--- src/rtl/uart_tx_arb_if.sv ---
// ---------------------------------------------------------------------------
// uart_tx_arb_if
//   Bundle of the client-side and transmitter-side byte handshakes of
//   uart_tx_arb.
//
//   cli_req   [N_REQ]   per-client byte valid, held with cli_data until the
//                       matching cli_ready pulse
//   cli_data  [8*N_REQ] client i byte on bits [8i+7:8i]
//   cli_ready [N_REQ]   one-cycle pulse: byte taken from client i
//   grant     [N_REQ]   one-hot current owner, zero when idle
//   tx_req              byte valid towards uart_tx
//   tx_data   [8]       byte towards uart_tx, stable while tx_req=1
//   tx_ready            uart_tx accepts tx_data when tx_req=1
//
//   master : the clients plus uart_tx (drive requests, data and tx_ready)
//   slave  : the arbiter
// ---------------------------------------------------------------------------
interface uart_tx_arb_if #(
  parameter int N_REQ = 4
);
  logic [N_REQ-1:0]   cli_req;
  logic [8*N_REQ-1:0] cli_data;
  logic [N_REQ-1:0]   cli_ready;
  logic [N_REQ-1:0]   grant;
  logic               tx_req;
  logic [7:0]         tx_data;
  logic               tx_ready;

  modport master (
    output cli_req,
    output cli_data,
    output tx_ready,
    input  cli_ready,
    input  grant,
    input  tx_req,
    input  tx_data
  );

  modport slave (
    input  cli_req,
    input  cli_data,
    input  tx_ready,
    output cli_ready,
    output grant,
    output tx_req,
    output tx_data
  );
endinterface

--- src/rtl/uart_tx_arb.sv ---
// ---------------------------------------------------------------------------
// uart_tx_arb
//   Message-level round-robin arbiter sharing one uart_tx between N_REQ byte
//   producers. The winner keeps the transmitter until its end-of-message byte
//   (EOM_CHAR) has been accepted, so messages never interleave on the wire.
//
// Ports
//   clk     : single clock
//   reset_  : asynchronous, active-low reset
//   bus     : uart_tx_arb_if.slave (client req/data/ready, grant,
//             tx_req/tx_data/tx_ready)
//
// Parameters
//   N_REQ    : number of requesters (2..8)
//   EOM_CHAR : byte that ends a message and releases the lock
//   TIMEOUT  : idle-lock timeout in cycles (only with the macro below)
//
// Optional feature
//   Define UART_TX_ARB_TIMEOUT_EN to release a lock whose owner has left its
//   cli_req low for TIMEOUT consecutive LOCKED cycles. Without it the lock is
//   held until EOM_CHAR no matter how long the owner is idle.
//
// All outputs are registered; there is no combinational input-to-output path.
// ---------------------------------------------------------------------------
module uart_tx_arb #(
  parameter int         N_REQ    = 4,
  parameter logic [7:0] EOM_CHAR = 8'h0A,
  parameter int         TIMEOUT  = 65535
) (
  input logic         clk,
  input logic         reset_,
  uart_tx_arb_if.slave bus
);

  localparam int OW = $clog2(N_REQ);

  if (N_REQ < 2 || N_REQ > 8) begin : g_bad_n_req
    $error("uart_tx_arb: N_REQ must be in 2..8");
  end
  if (TIMEOUT < 1) begin : g_bad_timeout
    $error("uart_tx_arb: TIMEOUT must be at least 1");
  end

  typedef enum logic [1:0] {
    IDLE   = 2'd0,
    LOCKED = 2'd1,
    SEND   = 2'd2
  } state_t;

  state_t           state_q, state_d;
  logic [N_REQ-1:0] grant_q, grant_d;
  logic [N_REQ-1:0] cli_ready_q, cli_ready_d;
  logic [OW-1:0]    owner_q, owner_d;
  logic [OW-1:0]    last_owner_q, last_owner_d;
  logic             tx_req_q, tx_req_d;
  logic [7:0]       tx_data_q, tx_data_d;

  // Request and byte of the current owner.
  logic       owner_req;
  logic [7:0] owner_data;
  assign owner_req  = bus.cli_req[owner_q];
  assign owner_data = bus.cli_data[{owner_q, 3'b000} +: 8];

  logic tx_accept;
  assign tx_accept = tx_req_q && bus.tx_ready;

  logic timeout_hit;

  // -------------------------------------------------------------------------
  // Round-robin pick. Indices above last_owner have priority over those at or
  // below it; within each group the lowest index wins. Scanning downwards
  // lets the last hit (the lowest index) overwrite earlier ones.
  // -------------------------------------------------------------------------
  logic          hi_found, lo_found;
  logic [OW-1:0] hi_idx, lo_idx;
  logic          win_found;
  logic [OW-1:0] win_idx;

  always_comb begin
    hi_found = 1'b0;
    lo_found = 1'b0;
    hi_idx   = '0;
    lo_idx   = '0;
    for (int i = N_REQ - 1; i >= 0; i--) begin
      if (bus.cli_req[i]) begin
        if (OW'(i) > last_owner_q) begin
          hi_found = 1'b1;
          hi_idx   = OW'(i);
        end else begin
          lo_found = 1'b1;
          lo_idx   = OW'(i);
        end
      end
    end
    win_found = hi_found || lo_found;
    win_idx   = hi_found ? hi_idx : lo_idx;
  end

`ifdef UART_TX_ARB_TIMEOUT_EN
  localparam int CW = $clog2(TIMEOUT + 1);

  logic [CW-1:0] idle_cnt_q, idle_cnt_d;

  // Counts owner-idle cycles in LOCKED only; SEND holds it so transmitter
  // backpressure can never cause a release. Entering LOCKED from IDLE and
  // every accepted byte clear it.
  always_comb begin
    idle_cnt_d = idle_cnt_q;
    case (state_q)
      IDLE:    idle_cnt_d = '0;
      LOCKED:  idle_cnt_d = owner_req ? '0 : idle_cnt_q + 1'b1;
      default: idle_cnt_d = idle_cnt_q;
    endcase
  end

  // Fires on the cycle whose increment would make the count reach TIMEOUT.
  assign timeout_hit = (state_q == LOCKED) && !owner_req &&
                       (idle_cnt_q == CW'(TIMEOUT - 1));

  always_ff @(posedge clk or negedge reset_) begin
    if (!reset_) begin
      idle_cnt_q <= '0;
    end else begin
      idle_cnt_q <= idle_cnt_d;
    end
  end
`else
  assign timeout_hit = 1'b0;
`endif

  // -------------------------------------------------------------------------
  // State register (and the registered outputs that travel with it).
  // -------------------------------------------------------------------------
  always_ff @(posedge clk or negedge reset_) begin
    if (!reset_) begin
      state_q      <= IDLE;
      grant_q      <= '0;
      cli_ready_q  <= '0;
      owner_q      <= '0;
      // Search starts at last_owner+1, so requester 0 wins first.
      last_owner_q <= OW'(N_REQ - 1);
      tx_req_q     <= 1'b0;
      tx_data_q    <= '0;
    end else begin
      state_q      <= state_d;
      grant_q      <= grant_d;
      cli_ready_q  <= cli_ready_d;
      owner_q      <= owner_d;
      last_owner_q <= last_owner_d;
      tx_req_q     <= tx_req_d;
      tx_data_q    <= tx_data_d;
    end
  end

  // -------------------------------------------------------------------------
  // Next-state logic.
  // -------------------------------------------------------------------------
  always_comb begin
    state_d = state_q;
    case (state_q)
      IDLE: begin
        if (win_found) state_d = LOCKED;
      end
      LOCKED: begin
        if (owner_req)        state_d = SEND;
        else if (timeout_hit) state_d = IDLE;
      end
      SEND: begin
        if (tx_accept) state_d = (tx_data_q == EOM_CHAR) ? IDLE : LOCKED;
      end
      default: state_d = IDLE;
    endcase
  end

  // -------------------------------------------------------------------------
  // Output / datapath logic (next values of the registered outputs).
  // -------------------------------------------------------------------------
  always_comb begin
    grant_d      = grant_q;
    owner_d      = owner_q;
    last_owner_d = last_owner_q;
    tx_req_d     = tx_req_q;
    tx_data_d    = tx_data_q;
    cli_ready_d  = '0;
    case (state_q)
      IDLE: begin
        if (win_found) begin
          grant_d = {{(N_REQ-1){1'b0}}, 1'b1} << win_idx;
          owner_d = win_idx;
        end
      end
      LOCKED: begin
        if (owner_req) begin
          tx_data_d   = owner_data;
          tx_req_d    = 1'b1;
          // grant_q is already the one-hot of the owner.
          cli_ready_d = grant_q;
        end else if (timeout_hit) begin
          last_owner_d = owner_q;
          grant_d      = '0;
        end
      end
      SEND: begin
        if (tx_accept) begin
          tx_req_d = 1'b0;
          if (tx_data_q == EOM_CHAR) begin
            last_owner_d = owner_q;
            grant_d      = '0;
          end
        end
      end
      default: begin
        grant_d  = '0;
        tx_req_d = 1'b0;
      end
    endcase
  end

  assign bus.grant     = grant_q;
  assign bus.cli_ready = cli_ready_q;
  assign bus.tx_req    = tx_req_q;
  assign bus.tx_data   = tx_data_q;

endmodule
--- src/flat_wrapper.sv ---
// flat-port wrapper written by rule: the top's interface ports become plain ports
module uart_tx_arb_flat 
#(
  parameter int         N_REQ    = 4,
  parameter logic [7:0] EOM_CHAR = 8'h0A,
  parameter int         TIMEOUT  = 65535
)
  (clk, reset_, bus_cli_req, bus_cli_data, bus_tx_ready, bus_cli_ready, bus_grant, bus_tx_req, bus_tx_data);
  uart_tx_arb_if #(.N_REQ(N_REQ)) bus_i ();
  input logic clk;
  input logic reset_;
  input wire logic [$bits(bus_i.cli_req)-1:0] bus_cli_req;
  input wire logic [$bits(bus_i.cli_data)-1:0] bus_cli_data;
  input wire logic [$bits(bus_i.tx_ready)-1:0] bus_tx_ready;
  output wire logic [$bits(bus_i.cli_ready)-1:0] bus_cli_ready;
  output wire logic [$bits(bus_i.grant)-1:0] bus_grant;
  output wire logic [$bits(bus_i.tx_req)-1:0] bus_tx_req;
  output wire logic [$bits(bus_i.tx_data)-1:0] bus_tx_data;
  assign bus_i.cli_req = bus_cli_req;
  assign bus_i.cli_data = bus_cli_data;
  assign bus_i.tx_ready = bus_tx_ready;
  assign bus_cli_ready = bus_i.cli_ready;
  assign bus_grant = bus_i.grant;
  assign bus_tx_req = bus_i.tx_req;
  assign bus_tx_data = bus_i.tx_data;
  uart_tx_arb #(.N_REQ(N_REQ), .EOM_CHAR(EOM_CHAR), .TIMEOUT(TIMEOUT)) u_core (.clk(clk), .reset_(reset_), .bus(bus_i));
endmodule
--- config.mk ---
export PLATFORM = sky130hd
export DESIGN_NAME = uart_tx_arb_flat
export DESIGN_NICKNAME = d
export VERILOG_FILES = /design/src/rtl/uart_tx_arb_if.sv /design/src/rtl/uart_tx_arb.sv /design/src/flat_wrapper.sv
export SDC_FILE = /design/constraint.sdc
export NUM_CORES = 1
export LEC_CHECK = 0
export CORE_ASPECT_RATIO = 1.1
export CORE_UTILIZATION = 40
export CTS_CLUSTER_DIAMETER = 150
export CTS_CLUSTER_SIZE = 30
export DETAILED_ROUTE_END_ITERATION = 10
export GPL_TIMING_DRIVEN = 1
export PLACE_DENSITY = 0.85
export SKIP_CTS_REPAIR_TIMING = 1
export SYNTH_ARGS = -nofsm -noshare
export SYNTH_HDL_FRONTEND = slang
export SYNTH_SLANG_ARGS = --single-unit
--- constraint.sdc ---
create_clock -name clk -period 2.2 [get_ports clk]
set_input_delay 0.44 -clock clk [delete_from_list [all_inputs] [get_ports clk]]
set_output_delay 0.44 -clock clk [all_outputs]
set_load 0.005 [all_outputs]
# Yosys cells after proc, flatten, opt, wreduce, memory -nomap -nowiden
# Index checks and enable logic that the tools add are counted.
[word_totals]
input_bits = 39
out_inout_bits = 17
register_bits = 23
wordCells = 81
[classes]
bitwise = 2
n_eq_ne = 7
reduce_logical = 9
order_cmp = 5
shift = 2
n_mux = 49
[ops]
columns = ["operator", "n"]
rows = [
  ["2-bit 2-to-1 mux", 20],
  ["32-bit by 6-bit variable part select with 8-bit output", 1],
  ["1-bit 2-to-1 mux", 20],
  ["4-bit 2-to-1 mux", 5],
  ["4-bit case mux with 3 select lines", 1],
  ["3-bit AND reduction", 3],
  ["8-bit by 4-bit == test with 1-bit output, second input constant", 1],
  ["2-bit by 1-bit != test with 1-bit output, second input constant", 4],
  ["2-bit case mux with 3 select lines", 1],
  ["1-bit by 2-bit > comparator with 1-bit output, first input constant", 2],
  ["2-bit > comparator, first input constant", 2],
  ["2-bit AND reduction", 2],
  ["4-bit AND reduction", 1],
  ["1-bit by 2-bit << shifter with 4-bit output, first input constant", 1],
  ["2-bit by 3-bit < comparator with 1-bit output, second input constant", 1],
  ["1-bit case mux with 3 select lines", 1],
  ["1-bit binary-select mux with 2-bit select", 1],
  ["2-bit by 1-bit == test with 1-bit output, second input constant", 1],
  ["2-bit == test, second input constant", 1],
  ["2-bit logical NOT", 1],
  ["1-bit NOT", 2],
  ["1-bit logical AND", 1],
  ["1-bit logical OR", 1],
]

# Longest topological paths before layout
[logic_depth]
word_depth = 13
ltp_mapped = 4

# Least setup slack after synthesis
# Ideal clock, no wire load.
[synth_timing]
path_type = "input-to-reg"
startpoint = "input bus_cli_req[3]"
endpoint = "register u_core.tx_data_q[0] (netlist: u_core.bus.tx_data[0])"
t_required_ns = 2.075
path_slack_ns = 0.595
setup_ns = 0.125
arrival_time_ns = 1.480
cell_stages = 4
path_buffers = 1
cell_sequence = "mux4_2 nand3_2 buf_8 mux2_4"
[synth_between]
elab_chain_cells = 3
[synth_rtl]
columns = ["element", "line", "text"]
rows = [
  ["start: declaration", "flat_wrapper.sv:12", "input wire logic [$bits(bus_i.cli_req)-1:0] bus_cli_req;"],
  ["1-bit binary-select mux with 2-bit select", "uart_tx_arb.sv:61", "assign owner_req = bus.cli_req[owner_q];"],
  ["1-bit 2-to-1 mux (not written as such)", "uart_tx_arb.sv:61", ""],
  ["2-bit AND reduction (no line)", "n/a", ""],
  ["end signal: assignment", "uart_tx_arb.sv:151", "tx_data_q <= tx_data_d;"],
  ["end: declaration", "uart_tx_arb.sv:56", "logic [7:0] tx_data_q, tx_data_d;"],
]
# No other way between the ends. The select of a mux whose other input is x is not followed.
# A chain may end at the register's enable or synchronous reset.

# Worst setup path in the final report
[layout_timing]
startpoint = "input bus_cli_req[0]"
endpoint = "register u_core.tx_data_q[5] (netlist: u_core.bus.tx_data[5])"
# Same word-level chain as after synthesis.

==> impl_metrics.env <==
export IMPL_first_iter_violations=22
export IMPL_num_antenna_cells=0
export IMPL_powerDensity_nw_per_um2=1040
export IMPL_postSynthAreaPerCell_um2=13.2
export IMPL_setup_viol=0
export IMPL_area_growth_pct=49.6
export IMPL_switching_share=0.335
export IMPL_grt_met2_usage=0.323
export IMPL_via_count=1045
export IMPL_cts_made_buffers=3
export IMPL_drive_above_1_share=0.247
export IMPL_yosysUniqueCellTypes=32
export IMPL_track_usage=0.184
export IMPL_numPortBuffers=55
export IMPL_stdcell_count=192
export IMPL_worst_setup_path_start_kind="input port"
export IMPL_max_cap_violations=0
export IMPL_arrival_ns=2.06
export IMPL_clockBufferDepth=2
export IMPL_met3_usage=0.0378
export IMPL_crit_path_end_kind="register"
export IMPL_antenna_found_initial=0
export IMPL_p_leak_nw=0.784
export IMPL_required_ns=2.42
export IMPL_p_int_mw=1.33
export IMPL_skew_ns=0.00277
export IMPL_status="completed"
export IMPL_drt_wl_total_um=2930
export IMPL_dp_cells=188
export IMPL_slew_headroom=0.619
export IMPL_ys_warn_count=0
export IMPL_min_period_ns=1.84
export IMPL_vdd_drop_max_mv=0.570
export IMPL_synth_area_um2=1280
export IMPL_clk_latency_ns=0.32
export IMPL_final_seq_area_um2=578
export IMPL_htree_levels=1
export IMPL_die_area_um2=3430
export IMPL_hold_violations=0
export IMPL_root_buffer="clkbuf_4"
export IMPL_rsz0062_at_grt="false"
export IMPL_die_x_um=56.0
export IMPL_core_area_um2=3050
export IMPL_rows=21
export IMPL_grt_pass1_vias=1077
export IMPL_p_sw_mw=0.668
export IMPL_ys_seq_elements=23
export IMPL_critPathMaxFanout=9
export IMPL_multiInputGateArea_um2=656
export IMPL_tightest_slew_ns=0.565
export IMPL_final_fill_count=235
export IMPL_use_met1=0.225
export IMPL_cts_num_sinks=23
export IMPL_wl_per_cell_um=15.2
export IMPL_slew_violations=0
export IMPL_hpwl_um=2420
export IMPL_p_clk_frac=0.102
export IMPL_hold_path_class="in -> async"
export IMPL_synthCells=97
export IMPL_gp_routability_congestion=0.725
export IMPL_worst_setup_path_type="in -> reg"
export IMPL_final_common_cell="clkdlybuf4s50_1"
export IMPL_layout_common_cells="clkdlybuf4s50_1, dfrtp_1, nor2_1"
export IMPL_cts_tree="built"
export IMPL_clk_pin_slew_ns=0.13
export IMPL_hold_slack_ns=0.445
export IMPL_finalCritPeriodShare=0.838
export IMPL_power_frac_comb=0.504
export IMPL_grt_pass1_wl_um=4790
export IMPL_nNetsFinal=198
export IMPL_viasPerCell=5.44
export IMPL_syn_nets=136
export IMPL_ant_nets=0
export IMPL_dr_pass1_iters=4
export IMPL_ys_seq_area_frac=0.451
export IMPL_busiest_layer="met2"
export IMPL_grt_max_degree=24
export IMPL_p_seq_frac=0.394
export IMPL_drcViolationCount=0
export IMPL_fin_setup_tns_ns=0
export IMPL_start_util=0.420
export IMPL_dieHeight_um=61.4
export IMPL_grt_remaining_overflow=0
export IMPL_ios=56
export IMPL_timing_fmax_mhz=542
==> synthesized netlist by cell type <==
cell / number / share of area
buf_8: 1 / 0.012
o22ai_1: 1 / 0.0049
buf_2: 2 / 0.0078
nor3_1: 1 / 0.0039
nor2b_1: 2 / 0.0098
o21ai_0: 3 / 0.012
nand2b_1: 2 / 0.0098
inv_1: 5 / 0.015
nand3_2: 1 / 0.0078
mux2_2: 5 / 0.044
a211o_1: 1 / 0.0068
o311a_1: 1 / 0.0078
mux4_2: 9 / 0.16
nand2_2: 1 / 0.0049
nor2_4: 1 / 0.0088
nor3_2: 1 / 0.0078
o311ai_0: 1 / 0.0068
a211oi_2: 1 / 0.0098
a21oi_1: 2 / 0.0078
a21o_1: 2 / 0.012
clkbuf_1: 1 / 0.0029
or4_4: 1 / 0.0088
nor4_2: 1 / 0.0098
nand4bb_1: 1 / 0.0088
nor2_1: 12 / 0.035
dfstp_2: 2 / 0.041
nand3_1: 1 / 0.0039
nor3_4: 1 / 0.013
nand2_1: 3 / 0.0088
mux2_4: 6 / 0.070
a32o_1: 4 / 0.031
dfrtp_1: 21 / 0.41
==> power groups by stage <==
| stage | clock network [mW] | registers [mW] | logic, mW |
|---|---|---|---|
| 2_1_floorplan | 0 | 0.714 | 0.653 |
| 3_3_place_gp | 0 | 0.778 | 0.983 |
| 3_5_place_dp | 0 | 0.795 | 1.02 |
| 4_1_cts | 0.199 | 0.787 | 1.02 |
| 5_1_grt | 0.222 | 0.816 | 1.10 |
| 6_report | 0.203 | 0.786 | 1.01 |
==> final cells by class <==
type / instances / share of cell area
multi-input combinational: 65 / 0.342
tap: 34 / 0.0222
inverter: 5 / 0.00979
sequential: 23 / 0.302
timing repair buffer: 61 / 0.311
clock buffer: 4 / 0.0137
==> logic make-up after synthesis <==
family	after synthesis	share of synthesized area
buf+inv	9	0.0371
mux	20	0.272
simple gates	29	0.141
flops	23	0.451
compound gates	16	0.0986
==> critical path, cell delays in order <==
cell and delay, ns:
clkdlybuf4s50_1 0.50, mux4_2 0.52, nand3_2 0.23, mux2_2 0.37
==> sequential cells by signal, summed over array words and instances (netlist names) <==
name / flops
u_core.bus.tx_req: 1
u_core.bus.cli_ready: 4
u_core.owner_q: 2
u_core.state_q: 2
u_core.bus.grant: 4
u_core.last_owner_q: 2
u_core.bus.tx_data: 8
==> through the flow <==
step | cell area (µm²) | util | worst slack, ns | power [mW]
floorplan | 1280 | - | 0.595 | 1.37
global placement | 1890 | 0.620 | 0.0504 | 1.76
detailed placement | 1890 | 0.620 | 0.00714 | 1.81
CTS | 1920 | 0.629 | 0.343 | 2.01
global route | 1920 | 0.629 | 0.307 | 2.14
finish | 1920 | 0.629 | 0.357 | 1.99
==> final timing paths <==
path / start / end / slack, ns / cells after the start
max reg2reg: u_core.owner_q[1] / u_core.bus.tx_data[5] / 0.48 / 3
max: bus_cli_req[0] / u_core.bus.tx_data[5] / 0.36 / 4
min reg2reg: u_core.bus.grant[2] / u_core.bus.cli_ready[2] / 0.53 / 2
min in group clk: u_core.bus.grant[2] / u_core.bus.cli_ready[2] / 0.53 / 2
min: reset_ / u_core.owner_q[0] / 0.44 / 2
max in group asynchronous: reset_ / u_core.last_owner_q[1] / 1.48 / 2
==> routing by layer <==
layer  up-vias  share of wire
met4         0          0.025
met1       508           0.41
li1        486              -
met2        44           0.52
met3         7          0.049
met5         -              0
Power figures use the tool's default switching activity.
